### src/rtl/sqrt_post_pkg.sv
// sqrt_post_pkg: state encoding, widths and default CORDIC gain shared by the sqrt post-processor.
package sqrt_post_pkg;
  localparam int DATA_W = 32;
  localparam int ROOT_W = 16;
  localparam int EXP_W = 5;
  localparam int MAX_EXP = 15;
  localparam logic [DATA_W-1:0] GAIN_INV_DEF = 32'd1296543253;
  typedef enum logic [1:0] {IDLE, MUL, OUT} state_t;
endpackage

### src/rtl/sqrt_post_if.sv
// sqrt_post_if: operand/result handshake between the CORDIC stage and the root consumer.
interface sqrt_post_if
  import sqrt_post_pkg::*;
();
  logic i_en;
  logic [DATA_W-1:0] ix;
  logic [EXP_W-1:0] i_exp;
  logic o_valid;
  logic o_ready;
  logic [ROOT_W-1:0] o_root;
  logic o_busy;
  logic o_drop;
  modport master (output i_en, ix, i_exp, o_ready, input o_valid, o_root, o_busy, o_drop);
  modport slave (input i_en, ix, i_exp, o_ready, output o_valid, o_root, o_busy, o_drop);
endinterface

### src/rtl/sqrt_post_mul.sv
// seq_mul_u32: unsigned 32x32 shift-add multiplier, one multiplier bit per cycle, done after 32 cycles.
module seq_mul_u32
  import sqrt_post_pkg::*;
(
  input  logic clk,
  input  logic rst_n,
  input  logic start,
  input  logic [DATA_W-1:0] a,
  input  logic [DATA_W-1:0] b,
  output logic done,
  output logic [2*DATA_W-1:0] p
);
  logic [2*DATA_W-1:0] mcand, acc;
  logic [DATA_W-1:0] mplier;
  logic [5:0] cnt;
  logic run;
  always_ff @(posedge clk or negedge rst_n)
    if (!rst_n) begin
      mcand <= '0;
      mplier <= '0;
      acc <= '0;
      cnt <= '0;
      run <= 1'b0;
    end else if (start) begin
      mcand <= {{DATA_W{1'b0}}, a};
      mplier <= b;
      acc <= '0;
      cnt <= '0;
      run <= 1'b1;
    end else if (run) begin
      if (cnt == 6'd32) run <= 1'b0;
      else begin
        acc <= acc + (mplier[0] ? mcand : '0);
        mcand <= mcand << 1;
        mplier <= mplier >> 1;
        cnt <= cnt + 6'd1;
      end
    end
  assign done = run && cnt == 6'd32;
  assign p = acc;
endmodule

### src/rtl/sqrt_post.sv
// sqrt_post: scales the CORDIC x result by the inverse gain, denormalizes, rounds and saturates to a 16-bit root.
module sqrt_post
  import sqrt_post_pkg::*;
#(
  parameter logic [DATA_W-1:0] GAIN_INV = GAIN_INV_DEF
) (
  input logic clk,
  input logic rst_n,
  sqrt_post_if.slave bus
);
  state_t state, state_n;
  logic start, done, zero_q, drop_q;
  logic [3:0] exp_q;
  logic [2*DATA_W-1:0] p;
  logic [2*DATA_W:0] sum, shifted;
  logic [ROOT_W-1:0] root_c, root_q;
  seq_mul_u32 u_mul (.clk(clk), .rst_n(rst_n), .start(start), .a(bus.ix), .b(GAIN_INV), .done(done), .p(p));
  always_ff @(posedge clk or negedge rst_n)
    if (!rst_n) state <= IDLE;
    else state <= state_n;
  always_comb begin
    state_n = state;
    if (state == IDLE && bus.i_en) state_n = MUL;
    else if (state == MUL && done) state_n = OUT;
    else if (state == OUT && bus.o_ready) state_n = IDLE;
  end
  always_comb begin
    start = state == IDLE && bus.i_en;
    bus.o_busy = state != IDLE;
    bus.o_valid = state == OUT;
    bus.o_root = state == OUT ? root_q : '0;
    bus.o_drop = drop_q;
  end
  // 65-bit sum keeps the rounding constant from overflowing a near-full product
  always_comb begin
    sum = {1'b0, p} + ((2*DATA_W+1)'(1) << (7'd43 + {3'b0, exp_q}));
    shifted = sum >> (7'd44 + {3'b0, exp_q});
    root_c = zero_q ? '0 : (|shifted[2*DATA_W:ROOT_W] ? '1 : shifted[ROOT_W-1:0]);
  end
  always_ff @(posedge clk or negedge rst_n)
    if (!rst_n) begin
      exp_q <= '0;
      zero_q <= 1'b0;
      root_q <= '0;
      drop_q <= 1'b0;
    end else begin
      drop_q <= bus.i_en && state != IDLE;
      if (start) begin
        exp_q <= bus.i_exp[3:0];
        zero_q <= bus.ix[DATA_W-1] || bus.i_exp > EXP_W'(MAX_EXP);
      end
      if (state == MUL && done) root_q <= root_c;
    end
endmodule

### src/flat_wrapper.sv
// flat-port wrapper written by rule: the top's interface ports become plain ports
module sqrt_post_flat import sqrt_post_pkg::*;
#(
  parameter logic [DATA_W-1:0] GAIN_INV = GAIN_INV_DEF
)
  (clk, rst_n, bus_i_en, bus_ix, bus_i_exp, bus_o_ready, bus_o_valid, bus_o_root, bus_o_busy, bus_o_drop);
  sqrt_post_if bus_i ();
  input logic clk;
  input logic rst_n;
  input wire logic [$bits(bus_i.i_en)-1:0] bus_i_en;
  input wire logic [$bits(bus_i.ix)-1:0] bus_ix;
  input wire logic [$bits(bus_i.i_exp)-1:0] bus_i_exp;
  input wire logic [$bits(bus_i.o_ready)-1:0] bus_o_ready;
  output wire logic [$bits(bus_i.o_valid)-1:0] bus_o_valid;
  output wire logic [$bits(bus_i.o_root)-1:0] bus_o_root;
  output wire logic [$bits(bus_i.o_busy)-1:0] bus_o_busy;
  output wire logic [$bits(bus_i.o_drop)-1:0] bus_o_drop;
  assign bus_i.i_en = bus_i_en;
  assign bus_i.ix = bus_ix;
  assign bus_i.i_exp = bus_i_exp;
  assign bus_i.o_ready = bus_o_ready;
  assign bus_o_valid = bus_i.o_valid;
  assign bus_o_root = bus_i.o_root;
  assign bus_o_busy = bus_i.o_busy;
  assign bus_o_drop = bus_i.o_drop;
  sqrt_post #(.GAIN_INV(GAIN_INV)) u_core (.clk(clk), .rst_n(rst_n), .bus(bus_i));
endmodule
### config.mk
export PLATFORM = sky130hd
export DESIGN_NAME = sqrt_post_flat
export DESIGN_NICKNAME = d
export VERILOG_FILES = /design/src/rtl/sqrt_post_pkg.sv /design/src/rtl/sqrt_post_if.sv /design/src/rtl/sqrt_post_mul.sv /design/src/rtl/sqrt_post.sv /design/src/flat_wrapper.sv
export SDC_FILE = /design/constraint.sdc
export NUM_CORES = 1
export LEC_CHECK = 0
export CAP_MARGIN = 10
export CORE_ASPECT_RATIO = 0.7
export CORE_MARGIN = 2
export CORE_UTILIZATION = 50
export CTS_BUF_LIST = sky130_fd_sc_hd__clkbuf_4
export DETAILED_ROUTE_END_ITERATION = 12
export HOLD_SLACK_MARGIN = 0.06
export PLACE_DENSITY = 0.68
export SYNTH_ARGS = -nofsm -noshare
export SYNTH_HDL_FRONTEND = slang
export SYNTH_HIERARCHICAL = 1
export SYNTH_SLANG_ARGS = --single-unit
### constraint.sdc
create_clock -name clk -period 5.9 [get_ports clk]
set_input_delay 1.475 -clock clk [delete_from_list [all_inputs] [get_ports clk]]
set_output_delay 1.475 -clock clk [all_outputs]
set_load 0.005 [all_outputs]
== After elaboration in Yosys (flattened, before gate mapping) ==
Cells that the tools add are included.
Storage, ports and cells
  register bits: 191
  input bits: 41
  word-level logic and storage cells: 56
Cells by class
  $add $sub $neg: 5
  reduce and logical (&&, ||, !) cells: 12
  shift-type cells: 2
  equality and inequality tests: 4
  mux-type cells: 22
  magnitude comparators: 1
Operators with widths (number)
  64-bit 2-to-1 mux: 7
  32-bit 2-to-1 mux: 3
  64-bit by 65-bit adder with 65-bit output: 1
  1-bit by 7-bit << shifter with 65-bit output (first input constant): 1
  65-bit by 7-bit right shift with 65-bit output: 1
  64-bit adder: 1
  49-bit OR reduction: 1
  16-bit 2-to-1 mux: 3
  6-bit 2-to-1 mux: 3
  6-bit by 4-bit adder with 7-bit output (first input constant): 2
  6-bit by 1-bit adder with 6-bit output (second input constant): 1
  6-bit == test (second input constant): 1
  2-bit 2-to-1 mux: 3
  5-bit by 4-bit greater-than comparator with 1-bit output (second input constant): 1
  1-bit logical AND: 5
  2-bit nonzero test: 2
  1-bit 2-to-1 mux: 3
  3-bit nonzero test: 1
  2-bit by 1-bit == test with 1-bit output (second input constant): 1
  2-bit == test (second input constant): 1
  2-bit logical NOT: 1
  2-bit by 1-bit inequality test with 1-bit output (second input constant): 1
  2-bit AND reduction: 1
  1-bit logical OR: 1

== Depth between registers and ports, before layout ==
Gate-level depths: netlist of the first run.
  word-level depth: 7
  mapped depth: 18
  gate-level depth less buffers: 14

== Cells and area by module ==
Netlist of the first run, hierarchy kept.
By module, submodules not included
  seq_mul_u32: area an instance 11086.9 um2, sequential area each 4179.0 um2, cells an instance 1328, times used 1
  sqrt_post: area an instance 4210.3 um2, sequential area each 600.6 um2, cells an instance 577, times used 1

== Worst setup path after synthesis of the first run ==
OpenSTA, ideal clock, no wires.
  path type: reg-to-reg
  start: register u_core.exp_q[1]
  end: register u_core.root_q[10]
  arrival: 4.158 ns
  cell stages (with the launch flop): 18
  required time: 5.778 ns
  slack: 1.620 ns
  cell sequence: dfrtp_1 -> clkbuf_1 -> clkinv_1 -> clkbuf_1 -> nand2_1 -> nor2_1 -> ha_1 -> buf_4 -> a211oi_2 -> o21bai_2 -> nor4_1 -> a2111oi_0 -> and3_4 -> a221o_1 -> or3b_1 -> mux2_2 -> or3_1 -> a32o_1
Between the ends
  word-level cells in the longest chain between the ends: 7
  elaborated cells between the ends (all ways): 8
Ends and longest elaborated chain
  from (decl): RTL line sqrt_post.sv:13  | logic [3:0] exp_q;
  from (signal assigned): RTL line sqrt_post.sv:49  | exp_q <= bus.i_exp[3:0];
  6-bit by 4-bit adder with 7-bit output: RTL line sqrt_post.sv:36  | sum = {1'b0, p} + ((2*DATA_W+1)'(1) << (7'd43 + {3'b0, exp_q}));
  1-bit by 7-bit << shifter with 65-bit output: RTL line sqrt_post.sv:36
  64-bit by 65-bit adder with 65-bit output: RTL line sqrt_post.sv:36
  65-bit by 7-bit right shift with 65-bit output *: RTL line sqrt_post.sv:37  | shifted = sum >> (7'd44 + {3'b0, exp_q});
  49-bit OR reduction: RTL line sqrt_post.sv:38  | root_c = zero_q ? '0 : (|shifted[2*DATA_W:ROOT_W] ? '1 : shifted[ROOT_W-1:0]);
  16-bit 2-to-1 mux * (2 in a row): RTL line sqrt_post.sv:38
  to (signal assigned): RTL line sqrt_post.sv:52  | if (state == MUL && done) root_q <= root_c;
  to (decl): RTL line sqrt_post.sv:16  | logic [ROOT_W-1:0] root_c, root_q;
Every way passes the cells marked *; elsewhere a longest branch is shown, timed or not.
A chain may end at the register's enable or synchronous reset.

== Final worst setup path of the first run ==
  start: register u_core.exp_q[3]
  end: register u_core.root_q[0]
Same word-level chain as after synthesis.

==> results.sh, run 1 <==
export IMPL_timing_critical_path_slowest_cell_delay_ps=750
export IMPL_cellPowerDensity_nw_per_um2=462
export IMPL_flow_area_growth_from_synthesis_pct=8.64
export IMPL_dpl_hpwl_um=32300
export IMPL_power_share_switching_pct=49.9
export IMPL_slew_headroom_pct=37.5
export IMPL_critical_path_cell_count=14
export IMPL_ys_async_sr_fraction_pct=100
export IMPL_detail_route_wl_per_cell_um=18.4
export IMPL_finalWeightedCongestion=0.925
export IMPL_ys_seq_area_share_pct=31.2
export IMPL_run_status="finished, final reports clean"
export IMPL_cp_capture_type="flip-flop"
export IMPL_timing_final_setup_violations=0
export IMPL_worst_hold_path_num_cells=2
export IMPL_grt_setup_unrepaired="false"
export IMPL_grtUsageTotal_pct=28.0
export IMPL_max_clock_freq_ghz=0.196
export IMPL_drt_initial_drc_count=1451
export IMPL_die_w_um=213
export IMPL_layout_commonest_cell="nand2_1"
export IMPL_reg2regPathDepth=14
export IMPL_cts_sink_count=191
export IMPL_cts_root_buffer_cell="clkbuf_4"
export IMPL_cp_cell_sequence="inv_1, nand2_1, nor2_1, ha_1, nand2_1, o21ai_1, nor2_1, a31oi_2, a41oi_4, xnor2_1, a221oi_2, nand4_2, or4_1, a22o_1"
export IMPL_post_synth_cell_area_avg_um2=8.03
export IMPL_floorplan_rows=53
export IMPL_final_max_slew_viol_count=0
export IMPL_portBuffers=59
export IMPL_timing_critical_path_to="u_core/root_q[0]"
export IMPL_grt_first_pass_wirelength_um=70600
export IMPL_worst_endpoint_arrival_ps=5660
export IMPL_crit_buf_inv=1
export IMPL_period_share_pct=86.4
export IMPL_worst_setup_sp="u_core/exp_q[3]"
export IMPL_hold_buf_cts=0
export IMPL_core_area_um2=30000
export IMPL_clock_path_buffers=2
export IMPL_timing_critical_path_max_delay_family="simple AND/OR/NAND/NOR gates"
export IMPL_postSynthRegisterBits=191
export IMPL_most_used_cells_in_the_layout_excluding_fill_and_tap_cells="340 x nand2_1, 191 x dfrtp_1, 182 x a21oi_1"
export IMPL_maxCapViolCount=0
export IMPL_internal_power_mw=3.85
export IMPL_area_sequential_um2=4780
export IMPL_timing_clock_skew_ps=38.2
export IMPL_p_sw_mw=3.84
export IMPL_tritoncts="yes"
export IMPL_ys_warnings_count=6
export IMPL_worst_path_max_fanout=20
export IMPL_synth_edff_count=0
export IMPL_timing_hold_worst_class="flip-flop to flip-flop"
export IMPL_path_class="flip-flop to flip-flop"
export IMPL_grt_overflow_total=0
export IMPL_synthFlopType="dfrtp_1"
export IMPL_end_of_the_worst_register_to_register_path="u_core/root_q[0]"
export IMPL_critPathRequiredTime_ps=6470
export IMPL_post_drt_via_cell_ratio=5.97
export IMPL_cts_made_buffers=17
export IMPL_comb_power_share_pct=59.9
export IMPL_pwr_share_clk_pct=10.0
export IMPL_post_route_min_period_ps=5100
export IMPL_synth_cells=1905
export IMPL_worst_slew_pin_transition_ps=931
export IMPL_finalHoldViolCount=0
export IMPL_boundaryPins=60
export IMPL_total_leakage_power_nw=7.44
export IMPL_regToRegSetupSlack_ps=800
export IMPL_timing_critical_path_from_type="flip-flop"
export IMPL_yosysUniqueCellTypes=92
export IMPL_die_y_um=150
export IMPL_hold_worst_slack_ps=484
export IMPL_post_cts_setup_buffer_count=0
export IMPL_initial_antenna_violation_count=2
export IMPL_syn_cell_area_um2=15300
export IMPL_fin_nets=2069
export IMPL_remaining_drc_errors=0
export IMPL_final_antenna_net_count=0
export IMPL_ctsResizeCount=0
export IMPL_fillCellCount=2878
export IMPL_design_power_total_mw=7.68
export IMPL_critical_path_reg2reg_startpoint="u_core/exp_q[3]"
export IMPL_vias=14100
export IMPL_drt_total_wl_um=43400
export IMPL_cp_slowest_cell="dfrtp_1"
export IMPL_vdd_ir_drop_worst_mv=0.230
export IMPL_firstDrtPassIters=6
export IMPL_clk_pin_slew_worst_paths_ps=190
export IMPL_drive_above_1_share_pct=4.89
export IMPL_maximum_number_of_pins_on_one_net_before_global_route_repair=189
export IMPL_die_area_um2=32000
export IMPL_clk_latency_ps=670
export IMPL_final_setup_tns_ps=0
export IMPL_multi_input_comb_area_um2=10100
export IMPL_number_of_levels_the_h_tree_was_split_into=4
export IMPL_initial_core_util_pct=50.9
export IMPL_seqPwrFrac_pct=30.1
export IMPL_first_global_vias=13000
[worst min path at each step]
stage / end / startpoint
after global placement: u_core/root_q[15] / u_core/root_q[15]
after floorplan: u_core/root_q[11] / u_core/root_q[11]
after CTS: u_core/root_q[15] / u_core/root_q[15]
final: u_core/root_q[15] / u_core/root_q[15]
after global routing: u_core/root_q[12] / u_core/root_q[12]
after detailed placement: u_core/root_q[15] / u_core/root_q[15]
[cell type report]
type,instances,area share (%)
antenna,2,0.0301
clock buffer,17,0.768
clock inverter,14,1.03
inverter,38,0.858
multi-input combinational,1602,60.7
sequential,191,28.8
tap,412,3.10
timing repair buffer,81,4.72
[metrics by stage]
step | util, % | instances | worst slack [ps] | instance area, um^2
2_1_floorplan | - | 1950 | 1620 | 15500
3_3_place_gp | 54.3 | 2324 | 1120 | 16300
3_5_place_dp | 54.3 | 2324 | 1020 | 16300
4_1_cts | 55.3 | 2355 | 966 | 16600
5_1_grt | 55.3 | 2357 | 570 | 16600
6_report | 55.3 | 2357 | 804 | 16600
[Yosys cell counts, drive strengths merged, types with 11 or more instances]
library cell / count / area [um^2]
a211oi: 22 / 175
and2: 89 / 557
ha: 96 / 1200
a21oi: 184 / 928
o211ai: 15 / 113
nand2b: 12 / 75.1
o21a: 13 / 97.6
xor2: 35 / 307
nand3: 22 / 110
clkbuf: 93 / 349
o21ai: 168 / 848
nor3: 36 / 180
xnor2: 37 / 324
and3: 18 / 118
mux2i: 71 / 711
a21boi: 13 / 97.6
nand2: 341 / 1280
nor2: 100 / 375
a21o: 51 / 383
inv: 37 / 139
nand4: 41 / 263
a31oi: 11 / 75.1
buf: 26 / 123
o21bai: 16 / 124
dfrtp: 191 / 4780
[power by group through the flow]
stage	clock (mW)	sequential [mW]	combinational [mW]
detailed placement	0	2.34	4.48
finish	0.771	2.31	4.60
global route	0.852	2.39	5.10
global placement	0	2.32	4.43
floorplan	0	2.14	3.51
CTS	0.799	2.31	4.50
[kinds of logic (layout without fill, tap and decap cells)]
group	count (synthesis)	in the layout	share of synthesized area [%]
and+or+nand+nor	712	712	21.8
AOI/OAI and AO/OA	594	594	25.1
DFF	191	191	31.2
buffers and inverters	157	150	4.02
adders and majority gates	97	97	7.98
muxes	80	80	5.68
xor gates and xnor gates	72	72	4.12
other	2	49	0.0491
[worst min-delay path, cell delays in order, from the launching register on]
cell     delay, ps
dfrtp_1        380
nand2_1         50
nand2_1         50
[per-layer routing]
metal / GRT usage (%) / wire [um] / share of wire, %
met2: 37.9 / 17100 / 39
met3: 6.80 / 3520 / 8.1
met1: 44.5 / 22400 / 52
met4: 4.51 / 338 / 0.78
met5: 0 / 0 / 0
[sequential cells by signal (all words and copies together) (netlist names)]
name	cells
u_core/state	2
u_core/root_q	16
u_core/bus.o_drop	1
u_core/zero_q	1
u_core/u_mul/cnt	6
u_core/u_mul/run	1
u_core/exp_q	4
u_core/u_mul/mplier	32
u_core/u_mul/p	64
u_core/u_mul/mcand	64
Note: power is estimated with default switching activity, not from simulation.
==> run 2, diff against run 1 <==
--- a/config.mk
+++ b/config.mk
@@ -13,6 +13,7 @@
 export DETAILED_ROUTE_END_ITERATION = 12
 export HOLD_SLACK_MARGIN = 0.06
 export PLACE_DENSITY = 0.68
+export RECOVER_POWER = 25
 export SYNTH_ARGS = -nofsm -noshare
 export SYNTH_HDL_FRONTEND = slang
 export SYNTH_HIERARCHICAL = 1
==> results.sh, run 2 (same netlist as run 1, synthesis figures left out) <==
export IMPL_timing_hold_worst_class="flip-flop to flip-flop"
export IMPL_maxCapViolCount=1
export IMPL_maximum_number_of_pins_on_one_net_before_global_route_repair=189
export IMPL_die_y_um=150
export IMPL_floorplan_rows=53
export IMPL_timing_critical_path_from_type="flip-flop"
export IMPL_cp_slowest_cell="dfrtp_1"
export IMPL_cellPowerDensity_nw_per_um2=462
export IMPL_cp_cell_sequence="inv_1, nand2_1, nor2_1, ha_1, nand2_1, o21ai_1, nor2_1, a31oi_2, a41oi_4, xnor2_1, a221oi_2, nand4_2, or4_1, a22o_1"
export IMPL_timing_final_setup_violations=0
export IMPL_remaining_drc_errors=0
export IMPL_flow_area_growth_from_synthesis_pct=8.58
export IMPL_worst_slew_pin_transition_ps=2750
export IMPL_grt_overflow_total=0
export IMPL_critPathRequiredTime_ps=6470
export IMPL_first_global_vias=13000
export IMPL_firstDrtPassIters=5
export IMPL_dpl_hpwl_um=32300
export IMPL_slew_headroom_pct=-83.5
export IMPL_detail_route_wl_per_cell_um=18.4
export IMPL_fin_nets=2069
export IMPL_grtUsageTotal_pct=28.0
export IMPL_drive_above_1_share_pct=4.89
export IMPL_timing_clock_skew_ps=38.1
export IMPL_cts_made_buffers=17
export IMPL_run_status="finished, violations left"
export IMPL_hold_buf_cts=0
export IMPL_utilization_pct=55.3
export IMPL_finalHoldViolCount=0
export IMPL_cts_sink_count=191
export IMPL_final_setup_tns_ps=0
export IMPL_path_class="flip-flop to flip-flop"
export IMPL_grt_first_pass_wirelength_um=70600
export IMPL_number_of_levels_the_h_tree_was_split_into=4
export IMPL_drt_total_wl_um=43400
export IMPL_boundaryPins=60
export IMPL_layout_commonest_cell="nand2_1"
export IMPL_clk_latency_ps=670
export IMPL_post_cts_setup_buffer_count=0
export IMPL_postPlaceCellArea_um2=16300
export IMPL_worst_endpoint_arrival_ps=5650
export IMPL_finalWeightedCongestion=0.925
export IMPL_core_area_um2=30000
export IMPL_vdd_ir_drop_worst_mv=0.230
export IMPL_most_used_cells_in_the_layout_excluding_fill_and_tap_cells="340 x nand2_1, 191 x dfrtp_1, 182 x a21oi_1"
export IMPL_drt_initial_drc_count=1451
export IMPL_timing_critical_path_slowest_cell_delay_ps=750
export IMPL_worst_path_max_fanout=20
export IMPL_timing_critical_path_max_delay_family="simple AND/OR/NAND/NOR gates"
export IMPL_ctsResizeCount=0
export IMPL_crit_buf_inv=1
export IMPL_initial_antenna_violation_count=2
export IMPL_final_cell_area_um2=16600
export IMPL_hold_worst_slack_ps=484
export IMPL_violated_checks="max-capacitance violations, max-slew violations"
export IMPL_vias=14100
export IMPL_die_w_um=213
export IMPL_cts_root_buffer_cell="clkbuf_4"
export IMPL_max_clock_freq_ghz=0.197
export IMPL_period_share_pct=86.1
export IMPL_final_max_slew_viol_count=108
export IMPL_cp_capture_type="flip-flop"
export IMPL_grt_setup_unrepaired="false"
export IMPL_initial_core_util_pct=50.9
export IMPL_post_drt_via_cell_ratio=5.97
export IMPL_total_leakage_power_nw=7.44
export IMPL_clk_pin_slew_worst_paths_ps=190
export IMPL_portBuffers=59
export IMPL_clock_path_buffers=2
export IMPL_post_route_min_period_ps=5080
export IMPL_tritoncts="yes"
export IMPL_final_antenna_net_count=0
export IMPL_die_area_um2=32000
-- run 2: changes by cell type in the layout (fill, tap and decap cells not counted) --
cell,delta
dlygate4sd3_1,+1
clkdlybuf4s50_1,-1
clkbuf_8,-1
clkbuf_2,+1
-- run 2: metal layers --
metal | share of wire, % | GRT usage (%) | up-vias | routed length [um]
met5 | 0 | 0 | - | 0
li1 | - | - | 6859 | -
met4 | 0.79 | 4.51 | 0 | 343
met1 | 51 | 44.5 | 6729 | 22200
met2 | 40 | 37.9 | 456 | 17100
met3 | 8.5 | 6.80 | 28 | 3700
-- run 2: area by class of cell --
type                            instances  area [um^2]
Sequential cell                       191         4780
Timing Repair Buffer                   81          776
Multi-Input combinational cell       1602        10100
Clock inverter                         14          171
Fill cell                            2881        13400
Inverter                               38          143
Tap cell                              412          515
Antenna cell                            2         5.00
Clock buffer                           17          128
-- run 2: power breakdown --
part           leakage (nW)  switching [mW]  internal [mW]  total (mW)
registers              2.42           0.451           1.86        2.31
clock network         0.156           0.539          0.233       0.771
logic                  4.86            2.84           1.75        4.60
-- run 2: worst paths after layout --
| path | startpoint | slack [ps] | cells after the start | end |
|---|---|---|---|---|
| setup reg to reg | u_core/exp_q[3] | 820 | 14 | u_core/root_q[0] |
| setup / recovery | u_core/exp_q[3] | 820 | 14 | u_core/root_q[0] |
| max in group asynchronous | rst_n | 2630 | 1 | u_core/u_mul/mplier[11] |
| hold reg to reg | u_core/root_q[15] | 480 | 2 | u_core/root_q[15] |
| hold / removal | u_core/root_q[15] | 480 | 2 | u_core/root_q[15] |
| min in group asynchronous | rst_n | 1640 | 1 | u_core/u_mul/mcand[39] |
-- run 2: worst register-to-register path, cell delays in order, from the launching register on --
cell and delay [ps]:
dfrtp_1 750, inv_1 250, nand2_1 280, nor2_1 80, ha_1 460, nand2_1 270, o21ai_1 410, nor2_1 90
a31oi_2 350, a41oi_4 240, xnor2_1 240, a221oi_2 330, nand4_2 390, or4_1 630, a22o_1 190
-- run 2: metrics by stage --
stage	power [mW]	setup WS (ps)	std cells
after floorplan	5.65	1620	1950
after global placement	6.76	1120	2324
after global routing	8.34	570	2357
after CTS	7.61	966	2355
final	7.68	818	2357
after detailed placement	6.82	1020	2324
